<file path="config.mk">
export PLATFORM = sky130hd
export DESIGN_NAME = lamp_pwm_controller
export DESIGN_NICKNAME = d
export VERILOG_FILES = /design/src/rtl/lamp_pkg.sv /design/src/rtl/lamp_pwm_channel.sv /design/src/rtl/lamp_pwm_controller.sv
export SDC_FILE = /design/constraint.sdc
export NUM_CORES = 1
export LEC_CHECK = 0
export ABC_AREA = 1
export CAP_MARGIN = 10
export CORE_UTILIZATION = 35
export DETAILED_ROUTE_END_ITERATION = 8
export SYNTH_ARGS = -nofsm -noshare
export SYNTH_HDL_FRONTEND = slang
export SYNTH_SLANG_ARGS = --single-unit
</file>
<file path="constraint.sdc">
create_clock -name CLOCK_50 -period 4.5 [get_ports CLOCK_50]
set_clock_uncertainty 0.05 [all_clocks]
set_input_delay 0.9 -clock CLOCK_50 [delete_from_list [all_inputs] [get_ports CLOCK_50]]
set_output_delay 0.9 -clock CLOCK_50 [all_outputs]
set_load 0.005 [all_outputs]
</file>
<file path="src/rtl/lamp_pkg.sv">
// Shared types and helpers for the multi-lamp PWM controller.
package lamp_pkg;

    typedef enum logic [1:0] {
        IDLE      = 2'd0,
        FLASH_ON  = 2'd1,
        FLASH_OFF = 2'd2,
        STEADY    = 2'd3
    } brake_state_t;

    // Wide all-ones duty; callers slice it down to their PWM width.
    localparam logic [31:0] DUTY_FULL = 32'hFFFF_FFFF;

    // Lamp is lit when the duty is full scale, otherwise while cnt < duty.
    function automatic logic pwm_cmp(input logic [31:0] cnt,
                                     input logic [31:0] duty,
                                     input int unsigned width);
        logic [31:0] full;
        full = 32'hFFFF_FFFF >> (32 - width);
        return (duty == full) || (cnt < duty);
    endfunction

endpackage

</file>
<file path="src/rtl/lamp_pwm_channel.sv">
// One lamp output: registered compare of the shared PWM counter against a duty.
// With LAMP_FADE_EN defined the duty ramps 1 LSB per counter wrap toward the target.
module lamp_pwm_channel
    import lamp_pkg::*;
#(
    parameter int PWM_W = 10
) (
    input  logic             clk,
    input  logic             reset,
    input  logic [PWM_W-1:0] cnt,
    input  logic [PWM_W-1:0] target,
    input  logic             wrap,
    input  logic             bypass,
    output logic             pwm
);

    logic [PWM_W-1:0] duty;

`ifdef LAMP_FADE_EN
    logic [PWM_W-1:0] duty_q;

    always_ff @(posedge clk) begin
        if (reset) begin
            duty_q <= '0;
        end else if (bypass) begin
            duty_q <= target;
        end else if (wrap) begin
            if (duty_q < target) begin
                duty_q <= duty_q + 1'b1;
            end else if (duty_q > target) begin
                duty_q <= duty_q - 1'b1;
            end
        end
    end

    // Bypassed targets (brake flash/steady) take effect without ramping.
    assign duty = bypass ? target : duty_q;
`else
    logic unused_fade;
    assign unused_fade = wrap ^ bypass;
    assign duty        = target;
`endif

    always_ff @(posedge clk) begin
        if (reset) begin
            pwm <= 1'b0;
        end else begin
            pwm <= pwm_cmp(32'(cnt), 32'(duty), PWM_W);
        end
    end

endmodule

</file>
<file path="src/rtl/lamp_pwm_controller.sv">
// Brake/left/right lamp PWM controller: tail dim, turn/hazard blink, brake-onset flash.
// Optional duty ramping is enabled by defining LAMP_FADE_EN.
module lamp_pwm_controller
    import lamp_pkg::*;
#(
    parameter int PWM_W       = 10,
    parameter int PRESCALE    = 48,
    parameter int BLINK_HALF  = 16_500_000,
    parameter int FLASH_HALF  = 2_500_000,
    parameter int FLASH_COUNT = 3
) (
    input  logic             CLOCK_50,
    input  logic             reset,
    input  logic             brakeActive,
    input  logic             headlightActive,
    input  logic             turnLeft,
    input  logic             turnRight,
    input  logic             hazard,
    input  logic [PWM_W-1:0] dimLevel,
    output logic             brakePWM,
    output logic             leftPWM,
    output logic             rightPWM,
    output logic             brakeFlashing
);

    localparam int PRE_W = (PRESCALE > 0) ? $clog2(PRESCALE + 1) : 1;
    localparam int FT_W  = $clog2(FLASH_HALF + 1);
    localparam int BT_W  = $clog2(BLINK_HALF + 1);
    localparam int FC_W  = (FLASH_COUNT > 0) ? $clog2(FLASH_COUNT + 1) : 1;

    logic [PRE_W-1:0] presc;
    logic [PWM_W-1:0] cnt;
    logic             tick;
    logic             wrap;

    assign tick = (presc == PRE_W'(PRESCALE));
    assign wrap = tick && (cnt == '1);

    always_ff @(posedge CLOCK_50) begin
        if (reset) begin
            presc <= '0;
            cnt   <= '0;
        end else if (tick) begin
            presc <= '0;
            cnt   <= cnt + 1'b1;
        end else begin
            presc <= presc + 1'b1;
        end
    end

    brake_state_t    state, state_n;
    logic [FT_W-1:0] timer, timer_n;
    logic [FC_W-1:0] flash_cnt, flash_cnt_n;
    logic            brake_prev;

    always_ff @(posedge CLOCK_50) begin
        if (reset) begin
            state      <= IDLE;
            timer      <= '0;
            flash_cnt  <= '0;
            brake_prev <= 1'b0;
        end else begin
            state      <= state_n;
            timer      <= timer_n;
            flash_cnt  <= flash_cnt_n;
            brake_prev <= brakeActive;
        end
    end

    always_comb begin
        state_n     = state;
        timer_n     = timer;
        flash_cnt_n = flash_cnt;
        // Releasing the pedal aborts from any state.
        if (!brakeActive) begin
            state_n = IDLE;
            timer_n = '0;
        end else begin
            case (state)
                IDLE: begin
                    if (!brake_prev) begin
                        state_n     = (FLASH_COUNT == 0) ? STEADY : FLASH_ON;
                        timer_n     = '0;
                        flash_cnt_n = '0;
                    end
                end
                FLASH_ON: begin
                    if (timer == FT_W'(FLASH_HALF - 1)) begin
                        state_n = FLASH_OFF;
                        timer_n = '0;
                    end else begin
                        timer_n = timer + 1'b1;
                    end
                end
                FLASH_OFF: begin
                    if (timer == FT_W'(FLASH_HALF - 1)) begin
                        timer_n     = '0;
                        flash_cnt_n = flash_cnt + 1'b1;
                        state_n     = (flash_cnt_n == FC_W'(FLASH_COUNT)) ? STEADY : FLASH_ON;
                    end else begin
                        timer_n = timer + 1'b1;
                    end
                end
                STEADY:  state_n = STEADY;
                default: state_n = IDLE;
            endcase
        end
    end

    assign brakeFlashing = (state == FLASH_ON) || (state == FLASH_OFF);

    logic            blink_active;
    logic            phase;
    logic [BT_W-1:0] blink_timer;

    assign blink_active = hazard | turnLeft | turnRight;

    // Idle blinker parks in the ON phase so a fresh request lights at once.
    always_ff @(posedge CLOCK_50) begin
        if (reset || !blink_active) begin
            phase       <= 1'b1;
            blink_timer <= '0;
        end else if (blink_timer == BT_W'(BLINK_HALF - 1)) begin
            phase       <= ~phase;
            blink_timer <= '0;
        end else begin
            blink_timer <= blink_timer + 1'b1;
        end
    end

    logic [PWM_W-1:0] full;
    logic [PWM_W-1:0] base;
    logic             brake_full;
    logic [PWM_W-1:0] brake_target;
    logic [PWM_W-1:0] left_target;
    logic [PWM_W-1:0] right_target;

    assign full         = DUTY_FULL[PWM_W-1:0];
    assign base         = headlightActive ? dimLevel : '0;
    assign brake_full   = (state == FLASH_ON) || (state == STEADY);
    assign brake_target = brake_full ? full : base;
    assign left_target  = ((hazard | turnLeft) && phase) ? full : base;
    assign right_target = ((hazard | turnRight) && phase) ? full : base;

    lamp_pwm_channel #(.PWM_W(PWM_W)) u_brake (
        .clk(CLOCK_50), .reset(reset), .cnt(cnt), .target(brake_target),
        .wrap(wrap), .bypass(brake_full), .pwm(brakePWM)
    );

    lamp_pwm_channel #(.PWM_W(PWM_W)) u_left (
        .clk(CLOCK_50), .reset(reset), .cnt(cnt), .target(left_target),
        .wrap(wrap), .bypass(1'b0), .pwm(leftPWM)
    );

    lamp_pwm_channel #(.PWM_W(PWM_W)) u_right (
        .clk(CLOCK_50), .reset(reset), .cnt(cnt), .target(right_target),
        .wrap(wrap), .bypass(1'b0), .pwm(rightPWM)
    );

endmodule

</file>
Word-level counts from Yosys, hierarchy flattened
Cells that the tools add are included.
{"block": "word_totals", "ff_bits": 71, "inputBits": 17, "out_inout_bits": 4, "wordCells": 71}
{"block": "classes", "addsub": 5, "n_lt_le_gt_ge": 3, "n_eq_ne": 13, "n_mux": 15, "n_bitwise": 5, "reduce_logical": 19}
{"operator": "two-way mux 22 bit", "count": 2}
{"operator": "one-hot mux 22 bit (2 select lines)", "count": 1}
{"operator": "two-way mux 10 bit", "count": 4}
{"operator": "equality test 10 bit (second input constant)", "count": 3}
{"operator": "less-than comparator 10 bit", "count": 3}
{"operator": "adder 24 x 1 -> 24 bit (second input constant)", "count": 1}
{"operator": "equality test 24 bit (second input constant)", "count": 1}
{"operator": "adder 22 x 1 -> 22 bit (second input constant)", "count": 1}
{"operator": "equality test 22 bit (second input constant)", "count": 1}
{"operator": "two-way mux 2 bit", "count": 6}
{"operator": "adder 10 x 1 -> 10 bit (second input constant)", "count": 1}
{"operator": "one-hot mux 2 bit (4 select lines)", "count": 1}
{"operator": "OR reduction 2 bit", "count": 4}
{"operator": "adder 6 x 1 -> 6 bit (second input constant)", "count": 1}
{"operator": "equality test 2 bit (second input constant)", "count": 3}
{"operator": "equality test 6 bit (second input constant)", "count": 1}
{"operator": "logical OR 1 bit", "count": 6}
{"operator": "inequality test 2 bit (second input constant)", "count": 3}
{"operator": "one-hot mux 2 bit (2 select lines)", "count": 1}
{"operator": "AND reduction 4 bit", "count": 1}
{"operator": "nonzero test 2 bit", "count": 2}
{"operator": "bitwise OR 1 bit", "count": 3}
{"operator": "AND reduction 3 bit", "count": 1}
{"operator": "adder 2 x 1 -> 2 bit (second input constant)", "count": 1}
{"operator": "other kinds (6)", "count": 8}

Logic depth before layout (Yosys ltp)
Gate-level depths: netlist of the first run.
{"block": "logic_depth", "ltp_word": 5, "depth_mapped": 11, "ltp_nobuf": 11}

Modules after synthesis
A second synthesis of the first run with hierarchy kept.
{"block": "hier_totals", "cells_unflattened": 747, "hier_area_um2": 4858.4}
{"module": "lamp_pwm_controller", "instances": 1, "cells_per_inst": 594, "area_each_um2": 3923.8, "seq_area_each_um2": 1361.3}
{"module": "lamp_pwm_channel", "instances": 3, "cells_per_inst": 51, "area_each_um2": 311.5, "seq_area_each_um2": 20.0}

Worst setup path after synthesis of the first run
Ideal clock, no wire load.
{"block": "synth_path", "kind": "input-to-reg", "start": "input port hazard", "end": "register u_right.pwm", "setup_ns": 0.071, "t_arrival_ns": 2.167, "t_required_ns": 4.379, "path_slack_ns": 2.213, "cell_stages": 9, "path_buffers": 0, "path_cell_list": "o21ai_1 > inv_1 > a21oi_1 > ha_1 > a21oi_1 > o21ai_0 > a21oi_1 > o21ai_0 > a21oi_1"}
{"block": "synth_between", "elab_chain_len": 5, "word_cells_on_any_way": 6, "cone_classes": "order compare: 1; eq/ne: 1; mux: 1; bitwise: 1; reduce/logical: 2"}
{"item": "from (decl)", "line_no": "lamp_pwm_controller.sv:18", "source": "input logic hazard,"}
{"item": "bitwise OR 1 bit (*)", "line_no": "lamp_pwm_controller.sv:143", "source": "assign right_target = ((hazard | turnRight) && phase) ? full : base;"}
{"item": "logical AND 1 bit (*)", "line_no": "lamp_pwm_controller.sv:143"}
{"item": "two-way mux 10 bit (*)", "line_no": "lamp_pwm_controller.sv:143"}
{"item": "less-than comparator 10 bit or equality test 10 bit (tied branches)", "line_no": "lamp_pkg.sv:20", "source": "return (duty == full) || (cnt < duty);"}
{"item": "logical OR 1 bit (*)", "line_no": "lamp_pkg.sv:20"}
{"item": "to (signal assigned)", "line_no": "lamp_pwm_channel.sv:48", "source": "pwm <= pwm_cmp(32'(cnt), 32'(duty), PWM_W);"}
{"item": "to (decl)", "line_no": "lamp_pwm_channel.sv:14", "source": "output logic pwm"}
Every way passes the cells marked *; elsewhere a longest branch is shown, timed or not.
A chain may end at the register's enable or synchronous reset.

Worst setup path in the final report of the first run
{"block": "layout_path", "start": "register state[0]", "end": "output port brakeFlashing"}
{"block": "layout_between", "elab_chain_len": 2, "word_cells_on_any_way": 3, "cone_classes": "eq/ne: 2; reduce/logical: 1"}
{"item": "from (decl)", "line_no": "lamp_pwm_controller.sv:51", "source": "brake_state_t state, state_n;"}
{"item": "from (signal assigned)", "line_no": "lamp_pwm_controller.sv:63", "source": "state <= state_n;"}
{"item": "equality test 2 x 1 -> 1 bit or equality test 2 bit (tied branches)", "line_no": "lamp_pwm_controller.sv:110", "source": "assign brakeFlashing = (state == FLASH_ON) || (state == FLASH_OFF);"}
{"item": "logical OR 1 bit (*)", "line_no": "lamp_pwm_controller.sv:110"}
{"item": "to (decl)", "line_no": "lamp_pwm_controller.sv:23", "source": "output logic brakeFlashing"}
Marked as above.

==> flow_summary.yaml, run 1 <==
detailed_routing:
  final_antenna_net_count: 0
  wl_um: 10900
  dr_total_vias: 4452
  drt_iter0_drc: 254
  dr.pass1.iters: 5
  vias_per_cell: 4.89
  route.detailed.wl_per_inst_um: 12.0
  drc: 0
clocking:
  clockBufferDepth: 2
  cts.sinks: 71
  cts_buffers: 9
  cts_setup_buffers: 0
  clk_pin_slew_ns: 0.05
  cts_tree: "done"
  clock_latency_ns: 0.33
  root_buffer: "clkbuf_16"
  cts_max_level: 3
  cts_hold_buf: 0
  cts_resized: 0
logic_synthesis:
  ys_seq_area_frac: 0.303
  synth.most_common_cell: "nand2_1"
  ys_top_cells_by_count: "nand2_1, nor2_1, inv_1, dfxtp_1, a21oi_1"
  synth-seq-cells: 71
  ys_types: 39
  synth_edf_count: 0
  syn_inst: 709
  avgSynthCellArea_um2: 6.62
  synth_area_um2: 4700
  yosysWarnings: 0
  synth_top_flop_cell: "dfxtp_1"
  ys_top_cells_by_area: "dfxtp_1, nand2_1, ha_1"
  synthArstFlopShare: 0
  syn_nets: 764
  yosysTopAreaCellShare: 0.303
  synth_top_area_cell: "dfxtp_1"
global_routing:
  grt_usage: 0.169
  grt_overflow: 0
  grt_max_degree: 25
  first_global_vias: 4218
  antenna_found_initial: 0
  grt_pass1_wl_um: 19100
critical_path:
  start_kind: "flip-flop"
  required_ns: 3.55
  crit_path_end_kind: "output pin"
  cp.arrival_ns: 1.97
  crit_type: "flip-flop to output pin"
  crit_path_max_fanout: 8
job:
  maxCapViolCount: 0
power_and_ir_drop:
  p_per_area_nw_per_um2: 273
  clockPowerShare: 0.460
  intPower_mw: 1.12
  p_comb_frac: 0.100
  ir_drop_mv: 0.188
  p_switching_mw: 0.348
  p_leak_nw: 2.16
  sequentialPowerShare: 0.440
  switching_share: 0.237
timing:
  fmax_mhz: 343
  slew_headroom: 0.601
  worst_slew_pin_slew_ns: 0.597
  hold_viol_final: 0
  setup_viol: 0
  maxSlewViolCount: 0
  finalSetupTns_ns: 0
  rsz0062_at_grt: "false"
  period_share: 0.648
  hold_slack_ns: 0.422
  layout_min_cycle_time_ns: 2.92
layout:
  diodes: 0
  synthToLayoutAreaGrowth_pct: 14.3
  fin_nets: 791
  drive_gt1_frac: 0.0717
floorplanning:
  die_h_um: 118
  die_w_um: 118
  dieArea_um2: 13900
  ioPinCount: 21
  start_util: 0.365
  core_um2: 12900
  row_count: 41
status:
  status: "finished clean"
place:
  port_buffers: 20
  gp_congestion: 0.945
  dp_hpwl_um: 8280
hold_path:
  hold_class: "flip-flop to flip-flop"
[cell families after synthesis]
logic type	after synthesis	share of synthesized area
xor gates and xnor gates	11	0.0205
buffers and inverters	104	0.0874
adders and majority gates	38	0.101
DFF	71	0.303
and+or+nand+nor	389	0.380
AOI/OAI and AO/OA	96	0.108
[critical path: stages, from the launching register on]
cell and delay (ns):
dfxtp_1 0.44, inv_1 0.10, ha_1 0.52, clkdlybuf4s50_1 0.57
[final cells by class]
class | instances | area, um2
multi-input cells | 534 | 2870
well taps | 172 | 215
fillers | 1349 | 7510
repair buffers | 21 | 208
flip-flops and latches | 71 | 1420
inverters | 99 | 374
clock buffers | 14 | 284
[flip-flops by register name (all words and copies together) (netlist names), 2 cells and up]
signal,count
blink_timer,24
cnt,10
flash_cnt,2
presc,6
state,2
timer,22
[power groups by stage]
| stage | clock [mW] | sequential, mW | combinational [mW] |
|---|---|---|---|
| finish | 0.674 | 0.646 | 0.147 |
| global placement | 0 | 0.658 | 0.144 |
| global route | 0.724 | 0.646 | 0.167 |
| CTS | 0.702 | 0.645 | 0.147 |
| floorplan | 0 | 0.657 | 0.102 |
| detailed placement | 0 | 0.659 | 0.146 |
[metrics by stage]
step                cell area, um2  std cells  setup slack [ns]   util  power [mW]
finish                        5370        911              1.58  0.417        1.47
global route                  5370        911              1.46  0.417        1.54
CTS                           5370        911              1.57  0.417        1.49
detailed placement            5080        897              1.46  0.395       0.805
global placement              5080        897              1.48  0.395       0.802
floorplan                     4700        709              2.21      -       0.759
[placed cells by master, fill, tap and decap left out, types with 7 or more instances in the layout]
cell / instances
nor3_1: 35
inv_1: 90
dfxtp_1: 71
inv_2: 7
nand2_2: 8
nor2_1: 91
nand4_1: 15
clkdlybuf4s50_1: 20
ha_1: 38
nand2_1: 164
o21ai_0: 27
clkbuf_16: 9
a21oi_1: 61
nand3b_1: 7
nand3_1: 39
[layer usage]
metal  track usage  share of wire
met1         0.214           0.49
met2         0.273           0.46
met3        0.0417          0.041
met4        0.0665          0.015
met5             0              0
[final timing paths]
kind / startpoint / end / slack (ns) / depth (start not counted)
max: state[0]$_SDFFE_PP0P_ / brakeFlashing / 1.58 / 3
min: timer[4]$_SDFFE_PP0P_ / timer[4]$_SDFFE_PP0P_ / 0.42 / 2
max reg2reg: state[1]$_SDFFE_PP0P_ / u_brake.pwm$_SDFF_PP0_ / 2.13 / 11
min reg2reg: timer[4]$_SDFFE_PP0P_ / timer[4]$_SDFFE_PP0P_ / 0.42 / 2
Note: power is estimated with default switching activity, not from simulation.
==> run 2: changes to the inputs <==
Clock period 4.5 ns to 2.6 ns, I/O delays scaled along.
==> flow_summary.yaml, run 2 (same netlist as run 1, synthesis figures left out) <==
global_routing:
  use_met2: 0.272
  met1_usage: 0.211
  busiest_layer: "met2"
  grt_overflow: 0
  antenna_found_initial: 0
  grt_pass1_wl_um: 18800
  use_met3: 0.0315
  grt_max_degree: 25
  grt_usage: 0.164
  first_global_vias: 4222
clocking:
  clk_pin_slew_ns: 0.06
  cts_setup_buffers: 0
  cts_buffers: 9
  cts_tree: "done"
  root_buffer: "clkbuf_16"
  clock_latency_ns: 0.33
  clockBufferDepth: 2
  cts_max_level: 3
  cts.sinks: 71
power_and_ir_drop:
  p_per_area_nw_per_um2: 458
  ir_drop_mv: 0.478
  p_leak_nw: 2.18
timing:
  period_share: 0.949
  slew_headroom: 0.666
  maxSlewViolCount: 0
  layout_min_cycle_time_ns: 2.47
  rsz0062_at_grt: "false"
  setup_viol: 0
  worst_slew_pin_slew_ns: 0.499
  fmax_mhz: 405
  finalSetupTns_ns: 0
  hold_viol_final: 0
layout:
  synthToLayoutAreaGrowth_pct: 14.9
  diodes: 0
  final_cell_mix: "nand2_1, nor2_1, inv_1"
  largest_reg_flops: 24
  regMostFlops: "blink_timer"
  drive_gt1_frac: 0.0816
  mostFrequentLayoutCell: "nand2_1"
  post-route-util: 0.419
  largestRegisters: "blink_timer (24), timer (22), cnt (10)"
  fin_nets: 798
detailed_routing:
  vias_per_cell: 4.95
  drt_iter0_drc: 227
  wl_um: 11000
  dr.pass1.iters: 4
  dr_total_vias: 4550
  route.detailed.wl_per_inst_um: 11.9
  final_antenna_net_count: 0
  drc: 0
critical_path:
  cp.arrival_ns: 1.90
  crit_path_max_fanout: 8
  r2r-end: "timer[11]$_SDFFE_PP0P_"
  crit_path_end_kind: "output pin"
  critical_path.startpoint: "state[1]$_SDFFE_PP0P_"
  rr_startpoint: "state[0]$_SDFFE_PP0P_"
  start_kind: "flip-flop"
  crit_type: "flip-flop to output pin"
  r2r_setup_slack_ns: 0.42
  required_ns: 2.03
  reg2reg_depth: 7
hold_path:
  min_path_cells: 2
  hold_class: "flip-flop to flip-flop"
  min_from: "timer[4]$_SDFFE_PP0P_"
  holdPathEnd: "timer[4]$_SDFFE_PP0P_"
place:
  dp_hpwl_um: 8430
  port_buffers: 20
  gp_congestion: 0.914
status:
  status: "finished clean"
floorplanning:
  row_count: 41
  ioPinCount: 21
  die_h_um: 118
  dieArea_um2: 13900
  die_w_um: 118
  start_util: 0.365
  core_um2: 12900
job:
  maxCapViolCount: 0
[run 2: cell types whose count changed in the layout (fill, tap and decap cells not counted), moves of 2 or more]
cell | previous run | this run
clkinv_2 | 0 | 3
clkbuf_1 | 1 | 3
clkbuf_8 | 4 | 0
buf_4 | 1 | 8
[run 2: worst max path at each step]
stage,slack (ns),cells past startpoint,to
CTS,0.03,3,brakeFlashing
detailed placement,0.05,10,u_brake.pwm$_SDFF_PP0_
finish,0.13,3,brakeFlashing
global placement,0.14,10,u_brake.pwm$_SDFF_PP0_
global route,0.05,3,brakeFlashing
floorplan,0.61,11,u_brake.pwm$_SDFF_PP0_
[run 2: what timing repair did]
item	CTS	global route
hold buffers	0	0
setup endpoints to repair	0	1
hold endpoints to repair	0	0
resized for setup	0	1
[run 2: routing by layer]
metal | vias up | part of all wire
met2 | 77 | 0.47
met3 | 12 | 0.033
met5 | - | 0
li1 | 2385 | -
met4 | 0 | 0.014
met1 | 2076 | 0.49
[run 2: critical path: stages, from the launching register on]
cell,delay (ns)
dfxtp_1,0.40
inv_1,0.13
ha_2,0.49
clkdlybuf4s50_1,0.54
[run 2: cell type report]
class | instances | area (um2)
clock buffer | 12 | 236
clock inverter | 4 | 22.5
fill | 1330 | 7480
inverter | 99 | 374
multi-input combinational | 534 | 2870
sequential | 71 | 1420
tap | 172 | 215
timing repair buffer | 28 | 260
[run 2: through the flow]
stage	setup slack, ns	hold WS [ns]	instance area [um2]	cells	power (mW)
floorplan	0.607	0.391	4700	709	1.31
CTS	0.0280	0.425	5400	920	2.51
global route	0.0520	0.454	5400	920	2.58
global placement	0.139	0.404	5140	904	1.40
detailed placement	0.0545	0.409	5140	904	1.41
finish	0.134	0.427	5400	920	2.47
[run 2: power breakdown]
group	internal, mW	switching, mW
registers	1.10	0.0131
clock network	0.641	0.448
logic	0.102	0.165
total	1.85	0.626
